<file path="src/rtl/imem_loader_pkg.sv">
// Shared types and constants for the instruction-memory loader.
package imem_loader_pkg;
  typedef enum logic [1:0] {
    IDLE  = 2'd0,
    LOAD  = 2'd1,
    CLEAR = 2'd2,
    DONE  = 2'd3
  } state_e;

  localparam logic [31:0] HALT_WORD_DEF = 32'h0000_007f;
  localparam logic [31:0] FILL_WORD_DEF = 32'h0000_0000;
  localparam logic [31:0] NOP           = 32'h0000_0013;
endpackage

</file>
<file path="src/rtl/imem_loader_if.sv">
// Loader byte stream, control/status and CPU fetch port bundled as one interface.
interface imem_loader_if #(
  parameter int ADDR_W = 5
);
  logic              start;
  logic              in_valid;
  logic [7:0]        in_data;
  logic              in_ready;
  logic [ADDR_W-1:0] addr;
  logic [31:0]       q;
  logic              busy;
  logic              done;
  logic [ADDR_W:0]   words_loaded;

  modport master (
    output start, in_valid, in_data, addr,
    input  in_ready, q, busy, done, words_loaded
  );

  modport slave (
    input  start, in_valid, in_data, addr,
    output in_ready, q, busy, done, words_loaded
  );
endinterface

</file>
<file path="src/rtl/imem_word_packer.sv">
// Packs little-endian bytes into 32-bit words; word_valid pulses with the 4th byte,
// combinationally, so the word is written on the same edge that accepts that byte.
module imem_word_packer (
  input  logic        clk,
  input  logic        reset,
  input  logic        clear,
  input  logic        byte_valid,
  input  logic [7:0]  byte_data,
  output logic        word_valid,
  output logic [31:0] word
);
  logic [1:0]  byte_cnt_q, byte_cnt_d;
  logic [23:0] hold_q, hold_d;

  always_comb begin
    byte_cnt_d = byte_cnt_q;
    hold_d     = hold_q;
    if (clear) begin
      byte_cnt_d = 2'd0;
    end else if (byte_valid) begin
      byte_cnt_d = byte_cnt_q + 2'd1;
      case (byte_cnt_q)
        2'd0:    hold_d[7:0]   = byte_data;
        2'd1:    hold_d[15:8]  = byte_data;
        2'd2:    hold_d[23:16] = byte_data;
        default: hold_d        = hold_q;
      endcase
    end
  end

  always_ff @(posedge clk) begin
    if (reset) begin
      byte_cnt_q <= 2'd0;
      hold_q     <= 24'd0;
    end else begin
      byte_cnt_q <= byte_cnt_d;
      hold_q     <= hold_d;
    end
  end

  assign word_valid = byte_valid && !clear && (byte_cnt_q == 2'd3);
  assign word       = {byte_data, hold_q};
endmodule

</file>
<file path="src/rtl/imem_loader.sv">
// Writable instruction memory: stream words are written from address 0 until the
// halt word or the last entry, then the tail is filled; fetch port is combinational.
module imem_loader
  import imem_loader_pkg::*;
#(
  parameter int          DEPTH     = 32,
  parameter int          ADDR_W    = 5,
  parameter logic [31:0] HALT_WORD = HALT_WORD_DEF,
  parameter logic [31:0] FILL_WORD = FILL_WORD_DEF
) (
  input logic          clk,
  input logic          reset,
  imem_loader_if.slave bus
);
  localparam logic [ADDR_W-1:0] LAST = ADDR_W'(DEPTH - 1);

  state_e            state_q, state_d;
  logic [ADDR_W-1:0] wr_ptr_q, wr_ptr_d;
  logic [ADDR_W:0]   words_loaded_q, words_loaded_d;
  logic              in_ready_q, in_ready_d;
  logic              start_ok;
  logic              mem_we;
  logic [31:0]       mem_wdata;
  logic              word_valid;
  logic [31:0]       word;
  logic [31:0]       mem_q [DEPTH];

  imem_word_packer u_packer (
    .clk        (clk),
    .reset      (reset),
    .clear      (start_ok),
    .byte_valid (bus.in_valid && in_ready_q),
    .byte_data  (bus.in_data),
    .word_valid (word_valid),
    .word       (word)
  );

  always_comb begin
    state_d        = state_q;
    wr_ptr_d       = wr_ptr_q;
    words_loaded_d = words_loaded_q;
    start_ok       = 1'b0;
    mem_we         = 1'b0;
    mem_wdata      = FILL_WORD;
    case (state_q)
      IDLE, DONE: begin
        if (bus.start) begin
          start_ok       = 1'b1;
          state_d        = LOAD;
          wr_ptr_d       = '0;
          words_loaded_d = '0;
        end
      end
      LOAD: begin
        if (word_valid) begin
          mem_we         = 1'b1;
          mem_wdata      = word;
          words_loaded_d = words_loaded_q + (ADDR_W+1)'(1);
          // The last-entry check wins over the halt check, so wr_ptr never wraps.
          if (wr_ptr_q == LAST) begin
            state_d = DONE;
          end else begin
            wr_ptr_d = wr_ptr_q + ADDR_W'(1);
            if (word == HALT_WORD) state_d = CLEAR;
          end
        end
      end
      CLEAR: begin
        mem_we = 1'b1;
        if (wr_ptr_q == LAST) state_d = DONE;
        else                  wr_ptr_d = wr_ptr_q + ADDR_W'(1);
      end
      default: state_d = IDLE;
    endcase
    in_ready_d = (state_d == LOAD);
  end

  always_ff @(posedge clk) begin
    if (reset) begin
      state_q        <= IDLE;
      wr_ptr_q       <= '0;
      words_loaded_q <= '0;
      in_ready_q     <= 1'b0;
    end else begin
      state_q        <= state_d;
      wr_ptr_q       <= wr_ptr_d;
      words_loaded_q <= words_loaded_d;
      in_ready_q     <= in_ready_d;
    end
  end

  // Memory contents survive reset; only the write is suppressed on a reset edge.
  always_ff @(posedge clk) begin
    if (mem_we && !reset) mem_q[wr_ptr_q] <= mem_wdata;
  end

  assign bus.q            = mem_q[bus.addr];
  assign bus.in_ready     = in_ready_q;
  assign bus.busy         = (state_q == LOAD) || (state_q == CLEAR);
  assign bus.done         = (state_q == DONE);
  assign bus.words_loaded = words_loaded_q;
endmodule

</file>
<file path="src/flat_wrapper.sv">
// flat-port wrapper written by rule: the top's interface ports become plain ports
module imem_loader_flat import imem_loader_pkg::*;
#(
  parameter int          DEPTH     = 32,
  parameter int          ADDR_W    = 5,
  parameter logic [31:0] HALT_WORD = HALT_WORD_DEF,
  parameter logic [31:0] FILL_WORD = FILL_WORD_DEF
)
  (clk, reset, bus_start, bus_in_valid, bus_in_data, bus_addr, bus_in_ready, bus_q, bus_busy, bus_done, bus_words_loaded);
  imem_loader_if #(.ADDR_W(ADDR_W)) bus_i ();
  input logic clk;
  input logic reset;
  input wire logic [$bits(bus_i.start)-1:0] bus_start;
  input wire logic [$bits(bus_i.in_valid)-1:0] bus_in_valid;
  input wire logic [$bits(bus_i.in_data)-1:0] bus_in_data;
  input wire logic [$bits(bus_i.addr)-1:0] bus_addr;
  output wire logic [$bits(bus_i.in_ready)-1:0] bus_in_ready;
  output wire logic [$bits(bus_i.q)-1:0] bus_q;
  output wire logic [$bits(bus_i.busy)-1:0] bus_busy;
  output wire logic [$bits(bus_i.done)-1:0] bus_done;
  output wire logic [$bits(bus_i.words_loaded)-1:0] bus_words_loaded;
  assign bus_i.start = bus_start;
  assign bus_i.in_valid = bus_in_valid;
  assign bus_i.in_data = bus_in_data;
  assign bus_i.addr = bus_addr;
  assign bus_in_ready = bus_i.in_ready;
  assign bus_q = bus_i.q;
  assign bus_busy = bus_i.busy;
  assign bus_done = bus_i.done;
  assign bus_words_loaded = bus_i.words_loaded;
  imem_loader #(.DEPTH(DEPTH), .ADDR_W(ADDR_W), .HALT_WORD(HALT_WORD), .FILL_WORD(FILL_WORD)) u_core (.clk(clk), .reset(reset), .bus(bus_i));
endmodule
</file>
<file path="config.mk">
export PLATFORM = sky130hd
export DESIGN_NAME = imem_loader_flat
export DESIGN_NICKNAME = d
export VERILOG_FILES = /design/src/rtl/imem_loader_pkg.sv /design/src/rtl/imem_loader_if.sv /design/src/rtl/imem_word_packer.sv /design/src/rtl/imem_loader.sv /design/src/flat_wrapper.sv
export SDC_FILE = /design/constraint.sdc
export NUM_CORES = 1
export LEC_CHECK = 0
export CAP_MARGIN = 20
export CORE_MARGIN = 5
export CORE_UTILIZATION = 60
export CTS_BUF_LIST = sky130_fd_sc_hd__clkbuf_4 sky130_fd_sc_hd__clkbuf_8
export CTS_CLUSTER_SIZE = 12
export DETAILED_ROUTE_END_ITERATION = 10
export GPL_ROUTABILITY_DRIVEN = 1
export HOLD_SLACK_MARGIN = 0.1
export PLACE_DENSITY = 0.78
export SYNTH_ARGS = -nofsm -noshare
export SYNTH_HDL_FRONTEND = slang
export SYNTH_SLANG_ARGS = --single-unit
</file>
<file path="constraint.sdc">
create_clock -name clk -period 4.9 [get_ports clk]
set_clock_uncertainty 0.05 [all_clocks]
set_input_delay 0.98 -clock clk [delete_from_list [all_inputs] [get_ports clk]]
set_output_delay 0.98 -clock clk [all_outputs]
set_load 0.01 [all_outputs]
</file>
# [Word level (Yosys, flattened, before mapping)]
# Memories as Yosys holds them, arrays and structs flattened.
# Index checks and enable logic that the tools add are counted.
[word_totals] ff_bits=40 ram_bits=1024 inputBits=17 out_inout_bits=41 elab_cells=62 n_memories=1
[mem_list] name="u_core.mem_q" words=32 word_bits=32 rd=1 rd_ports_with_merged_regs=0 write_ports=1 line_no="imem_loader.sv:26" text="logic [31:0] mem_q [DEPTH];"
[op_classes] n_addsub=3 n_eq_ne=11 mux=21 bitwise_logic=1 reduce_logical=17
[ops] cell="32-bit two-way mux" count=2
[ops] cell="32-bit by 7-bit equality test with 1-bit output, second input constant" count=1
[ops] cell="5-bit two-way mux" count=3
[ops] cell="5-bit case mux with 3 select lines" count=1
[ops] cell="6-bit two-way mux" count=2
[ops] cell="6-bit case mux with 2 select lines" count=1
[ops] cell="3-bit AND reduction" count=4
[ops] cell="2-bit two-way mux" count=5
[ops] cell="2-bit equality test, second input constant" count=4
[ops] cell="6-bit by 1-bit adder with 6-bit output, second input constant" count=1
[ops] cell="2-bit by 1-bit equality test with 1-bit output, second input constant" count=3
[ops] cell="2-bit case mux with 3 select lines" count=1
[ops] cell="5-bit by 1-bit adder with 5-bit output, second input constant" count=1
[ops] cell="5-bit equality test, second input constant" count=1
[ops] cell="1-bit two-way mux" count=5
[ops] cell="1-bit logical AND" count=4
[ops] cell="2-bit logical NOT" count=2
[ops] cell="2-bit != test, second input constant" count=2
[ops] cell="2-bit OR reduction" count=2
[ops] cell="2-bit by 1-bit adder with 2-bit output, second input constant" count=1
[ops] cell="1-bit logical NOT" count=2
[ops] cell="1-bit case mux with 2 select lines" count=1
[ops] cell="2-bit AND reduction" count=1
[ops] cell="2-bit nonzero test" count=1
[ops] cell="2 further kinds" count=2

# [Logic depth before layout (Yosys ltp)]
[logic_depth] word_depth=11 ltp_mapped=8 depth_no_buf=7

# [By module]
# A second synthesis with hierarchy kept.
[unflattened] cells_unflattened=1833 area_unflattened_um2=41370.9
[modules_own_cells] module="imem_loader" n_inst=1 cells_each=1720 area_per_inst_um2=40147.3 seq_area_each_um2=31029.8
[modules_own_cells] module="imem_word_packer" n_inst=1 cells_each=113 area_per_inst_um2=1223.7 seq_area_each_um2=520.5

# [Worst setup path after synthesis]
# Ideal clock, no wire load.
[synth_timing] path_kind="in2reg" from="input bus_in_valid" to="memory u_core.mem_q[24][0], enable pin" t_arrival_ns=3.130 setup_slack_ns=1.299 cell_stages=4 path_buffers=0 cell_sequence="nand4_1 -> a211oi_2 -> nand2_1 -> nor2_1"
[synth_via] elab_chain_cells=8
[synth_rtl] element="start: declaration" line_no="flat_wrapper.sv:14" text="input wire logic [$bits(bus_i.in_valid)-1:0] bus_in_valid;"
[synth_rtl] element="1-bit logical AND" line_no="imem_loader.sv:32" text=".byte_valid (bus.in_valid && in_ready_q),"
[synth_rtl] element="1-bit logical AND (2 in a row)" line_no="imem_word_packer.sv:41" text="assign word_valid = byte_valid && !clear && (byte_cnt_q == 2'd3);"
[synth_rtl] element="1-bit two-way mux" line_no="imem_loader.sv:55" text="if (word_valid) begin"
[synth_rtl] element="1-bit case mux with 2 select lines" line_no="imem_loader.sv:45" text="case (state_q)"
[synth_rtl] element="1-bit logical AND" line_no="imem_loader.sv:94" text="if (mem_we && !reset) mem_q[wr_ptr_q] <= mem_wdata;"
[synth_rtl] element="1-bit two-way mux" line_no="imem_loader.sv:94"
[synth_rtl] element="1-bit two-way mux (not written as such)" line_no="imem_loader.sv:94"
[synth_rtl] element="end: declaration" line_no="imem_loader.sv:26"
# Every way passes these cells.

# [Final worst setup path]
[layout_timing] from="input bus_addr[2]" to="output bus_q[0]"
[layout_via] elab_chain_cells=1
[layout_rtl] element="start: declaration" line_no="flat_wrapper.sv:16" text="input wire logic [$bits(bus_i.addr)-1:0] bus_addr;"
[layout_rtl] element="memory read 32 x 32 bit"
[layout_rtl] element="end: declaration" line_no="flat_wrapper.sv:18" text="output wire logic [$bits(bus_i.q)-1:0] bus_q;"
# Every way passes these cells.

==> impl_metrics.sql <==
INSERT INTO impl_metrics (metric_group, metric, value, unit) VALUES
('run_status', 'run_status', 'finished clean', ''),
('cells_and_area', 'fill_cells', '3949', ''),
('setup_path', 'critical_path.endpoint_type', 'primary output', ''),
('cells_and_area', 'mostFrequentLayoutCell', 'edfxtp_1', ''),
('sta', 'setup_tns', '0', 'ps'),
('clocking', 'clock_tree_from_tritoncts', 'yes', ''),
('cells_and_area', 'fraction_of_layout_cells_with_a_size_suffix_above_1', '32.96', '%'),
('clocking', 'clock_tree.root_cell', 'clkbuf_8', ''),
('yosys', 'synthesis.yosys.warnings', '0', ''),
('yosys', 'post_synth_instance_area', '41070', 'sq um'),
('sta', 'fin_worst_hold_slack', '466.7', 'ps'),
('clocking', 'max-clock-path-buffers', '3', ''),
('placed_design', 'place_ws', '260.2', 'ps'),
('sta', 'post-route-worst-setup-slack', '229.6', 'ps'),
('sta', 'final_period_minus_worst_setup_slack', '4670', 'ps'),
('setup_path', 'critical_path.startpoint_type', 'input port', ''),
('yosys', 'synth_fp_nets', '1931', ''),
('yosys', 'number_of_enable_flip_flop_cells_after_synthesis', '1024', ''),
('pwr', 'power-per-cell-area', '379.4', 'nW/um^2'),
('cells_and_area', 'area_growth', '14.04', '%'),
('cells_and_area', 'stdcell_count', '3128', ''),
('pwr', 'ir_drop', '0.2247', 'mV'),
('pwr', 'internal_power', '0.01397', 'W'),
('setup_path', 'depth_of_the_most_critical_reg_to_reg_path', '6', ''),
('pwr', 'swShare', '21.36', '%'),
('setup_path', 'worst_ep_arrival_time', '3640', 'ps'),
('sta', 'number_of_slew_limit_violations_in_the_final_report', '0', ''),
('die', 'floorplan.io_pins', '58', ''),
('yosys', 'yosys.cell_types.count', '55', ''),
('die', 'die-width', '271.6', 'um'),
('yosys', 'async_reset_ff_share', '0', '%'),
('setup_path', 'category_of_the_most_critical_setup_path', 'in2out', ''),
('placed_design', 'place_area', '43600', 'sq um'),
('global_route', 'grt_antenna_before_repair', '2', ''),
('setup_path', 'crit_path_max_incr_delay', '800', 'ps'),
('sta', 'grt_setup_unrepaired', 'no', ''),
('pwr', 'pwr-share-seq', '55.7', '%'),
('drt', 'drt_iter0_drc', '2623', ''),
('yosys', 'yosysSeqAreaShare', '76.83', '%'),
('pwr', 'p_leak', '16.50', 'nW'),
('die', 'row_count', '96', ''),
('sta', 'max-slew-margin-rel', '25.42', '%'),
('sta', 'finalHoldViolCount', '0', ''),
('cells_and_area', 'final-seq-area', '31550', 'sq um'),
('global_route', 'grt_max_degree', '58', ''),
('drt', 'ant_nets', '0', ''),
('clocking', 'worstSkewPairLatency', '810', 'ps'),
('cells_and_area', 'layout_common_cells', '1024 x edfxtp_1, 224 x mux4_2, 163 x clkbuf_8', ''),
('clocking', 'cts_hold_buffers', '0', ''),
('die', 'starting_density', '60.19', '%'),
('placed_design', 'placedCellCount', '2847', ''),
('setup_path', 'critical_path.cell_chain', 'clkdlybuf4s50_1 > and2_2 > buf_4 > a22oi_1 > a211oi_1 > buf_4 > clkdlybuf4s50_1', ''),
('drt', 'number_of_optimization_iterations_in_the_first_detailed_route_pass', '5', ''),
('worst_hold_path', 'hold_path_depth', '2', ''),
('yosys', 'synth_seq_cells', '1064', ''),
('drt', 'routed-via-count', '20896', ''),
('drt', 'routed_wl', '96280', 'um'),
('drt', 'number_of_remaining_drc_errors', '0', ''),
('global_route', 'grt_pass1_vias', '21524', ''),
('global_route', 'global_route.usage.total', '26.31', '%'),
('pwr', 'combPwrFrac', '5.2', '%'),
('clocking', 'clk_transition_reported_paths', '60', 'ps'),
('yosys', 'synth_area_per_cell', '21.61', 'sq um'),
('job', 'maxCapViolations', '0', ''),
('yosys', 'synthesis.instances', '1900', ''),
('pwr', 'switching_power', '0.003796', 'W'),
('die', 'design.die.area', '73770', 'sq um'),
('placed_design', 'placement.io_buffers', '57', ''),
('worst_hold_path', 'worstHoldPathType', 'reg2reg', ''),
('cells_and_area', 'final_design_area_no_fill', '46830', 'sq um'),
('pwr', 'pwr-share-clk', '39.1', '%');
==> power by group through the flow <==
| stage | Sequential, W | Clock [W] | Combinational, W |
|---|---|---|---|
| 6_report | 0.00991 | 0.00695 | 0.000916 |
| 5_1_grt | 0.00990 | 0.00750 | 0.000978 |
| 4_1_cts | 0.00990 | 0.00706 | 0.000916 |
| 3_5_place_dp | 0.0101 | 0 | 0.000909 |
| 3_3_place_gp | 0.0101 | 0 | 0.000889 |
| 2_1_floorplan | 0.0101 | 0 | 0.000593 |
==> area by class of cell <==
cell class                 count  share of cell area (%)
inverter                      10                 0.08015
multi-input combinational    722                   19.49
sequential                  1064                   67.37
timing repair buffer         177                   4.211
clock inverter                54                  0.8175
tap                          882                   2.356
antenna                        1                0.005343
clock buffer                 218                   5.672
==> state kept, by name, summed over array words and instances (netlist names) <==
register,cells
u_core.wr_ptr_q,5
u_core.bus.in_ready,1
u_core.state_q,2
u_core.bus.words_loaded,6
u_core.mem_q,1024
u_core.u_packer.hold_q,24
u_core.u_packer.byte_cnt_q,2
==> through the flow <==
| stage | util (%) | total power (W) |
|---|---|---|
| finish | 68.64 | 0.01777 |
| global route | 68.64 | 0.01838 |
| floorplan | - | 0.01068 |
| detailed placement | 63.90 | 0.01100 |
| global placement | 63.90 | 0.01098 |
| CTS | 68.36 | 0.01788 |
==> cells by family (layout without fill, tap and decap cells) <==
group | Yosys count | count (layout) | synth area share [%]
adders and majority gates | 14 | 14 | 0.4266
other | 0 | 1 | 0
and+or+nand+nor | 171 | 171 | 2.118
DFF | 1064 | 1064 | 76.83
buffers and inverters | 114 | 459 | 1.627
AOI/OAI and AO/OA | 219 | 219 | 4.241
muxes | 314 | 314 | 14.67
xor gates and xnor gates | 4 | 4 | 0.08530
==> worst paths after layout <==
check / to / slack, ps / startpoint
worst min-delay path: u_core.bus.words_loaded[5] / 470 / u_core.bus.words_loaded[5]
worst max-delay path: bus_q[0] / 230 / bus_addr[2]
worst min register to register: u_core.bus.words_loaded[5] / 470 / u_core.bus.words_loaded[5]
worst max register to register: u_core.mem_q[18][27] / 1320 / u_core.state_q[0]
==> Yosys cell counts (all sizes together), types with 4 or more instances <==
| cell | count | area share (%) |
|---|---|---|
| clkbuf | 33 | 0.30 |
| mux2i | 26 | 0.63 |
| o22ai | 65 | 0.99 |
| xnor2 | 4 | 0.085 |
| dfxtp | 40 | 1.9 |
| nand3b | 5 | 0.091 |
| ha | 14 | 0.43 |
| edfxtp | 1024 | 75 |
| a21oi | 39 | 0.57 |
| and2 | 35 | 0.53 |
| a22oi | 32 | 0.58 |
| a211oi | 34 | 1.0 |
| nand3 | 16 | 0.20 |
| nor4 | 8 | 0.12 |
| nand2 | 18 | 0.16 |
| nor2 | 65 | 0.59 |
| a221o | 32 | 0.78 |
| mux4 | 224 | 12 |
| nor3 | 4 | 0.061 |
| mux2 | 64 | 1.8 |
| inv | 10 | 0.091 |
| buf | 71 | 1.2 |
==> per-layer routing <==
metal / part of all wire (%) / vias up / global-route usage (%)
met5: 0.080 / - / 0.7237
met3: 12 / 171 / 6.859
met4: 2.4 / 2 / 7.925
met1: 38 / 10862 / 37.78
met2: 48 / 1358 / 40.79
li1: - / 8503 / -
==> critical path: cells and delay by family <==
family	cells	cell delay (ps)
buffers and inverters	4	1890
AOI/OAI and AO/OA	2	460
and+or+nand+nor	1	290
No activity file was read; power rests on OpenSTA's default activity.
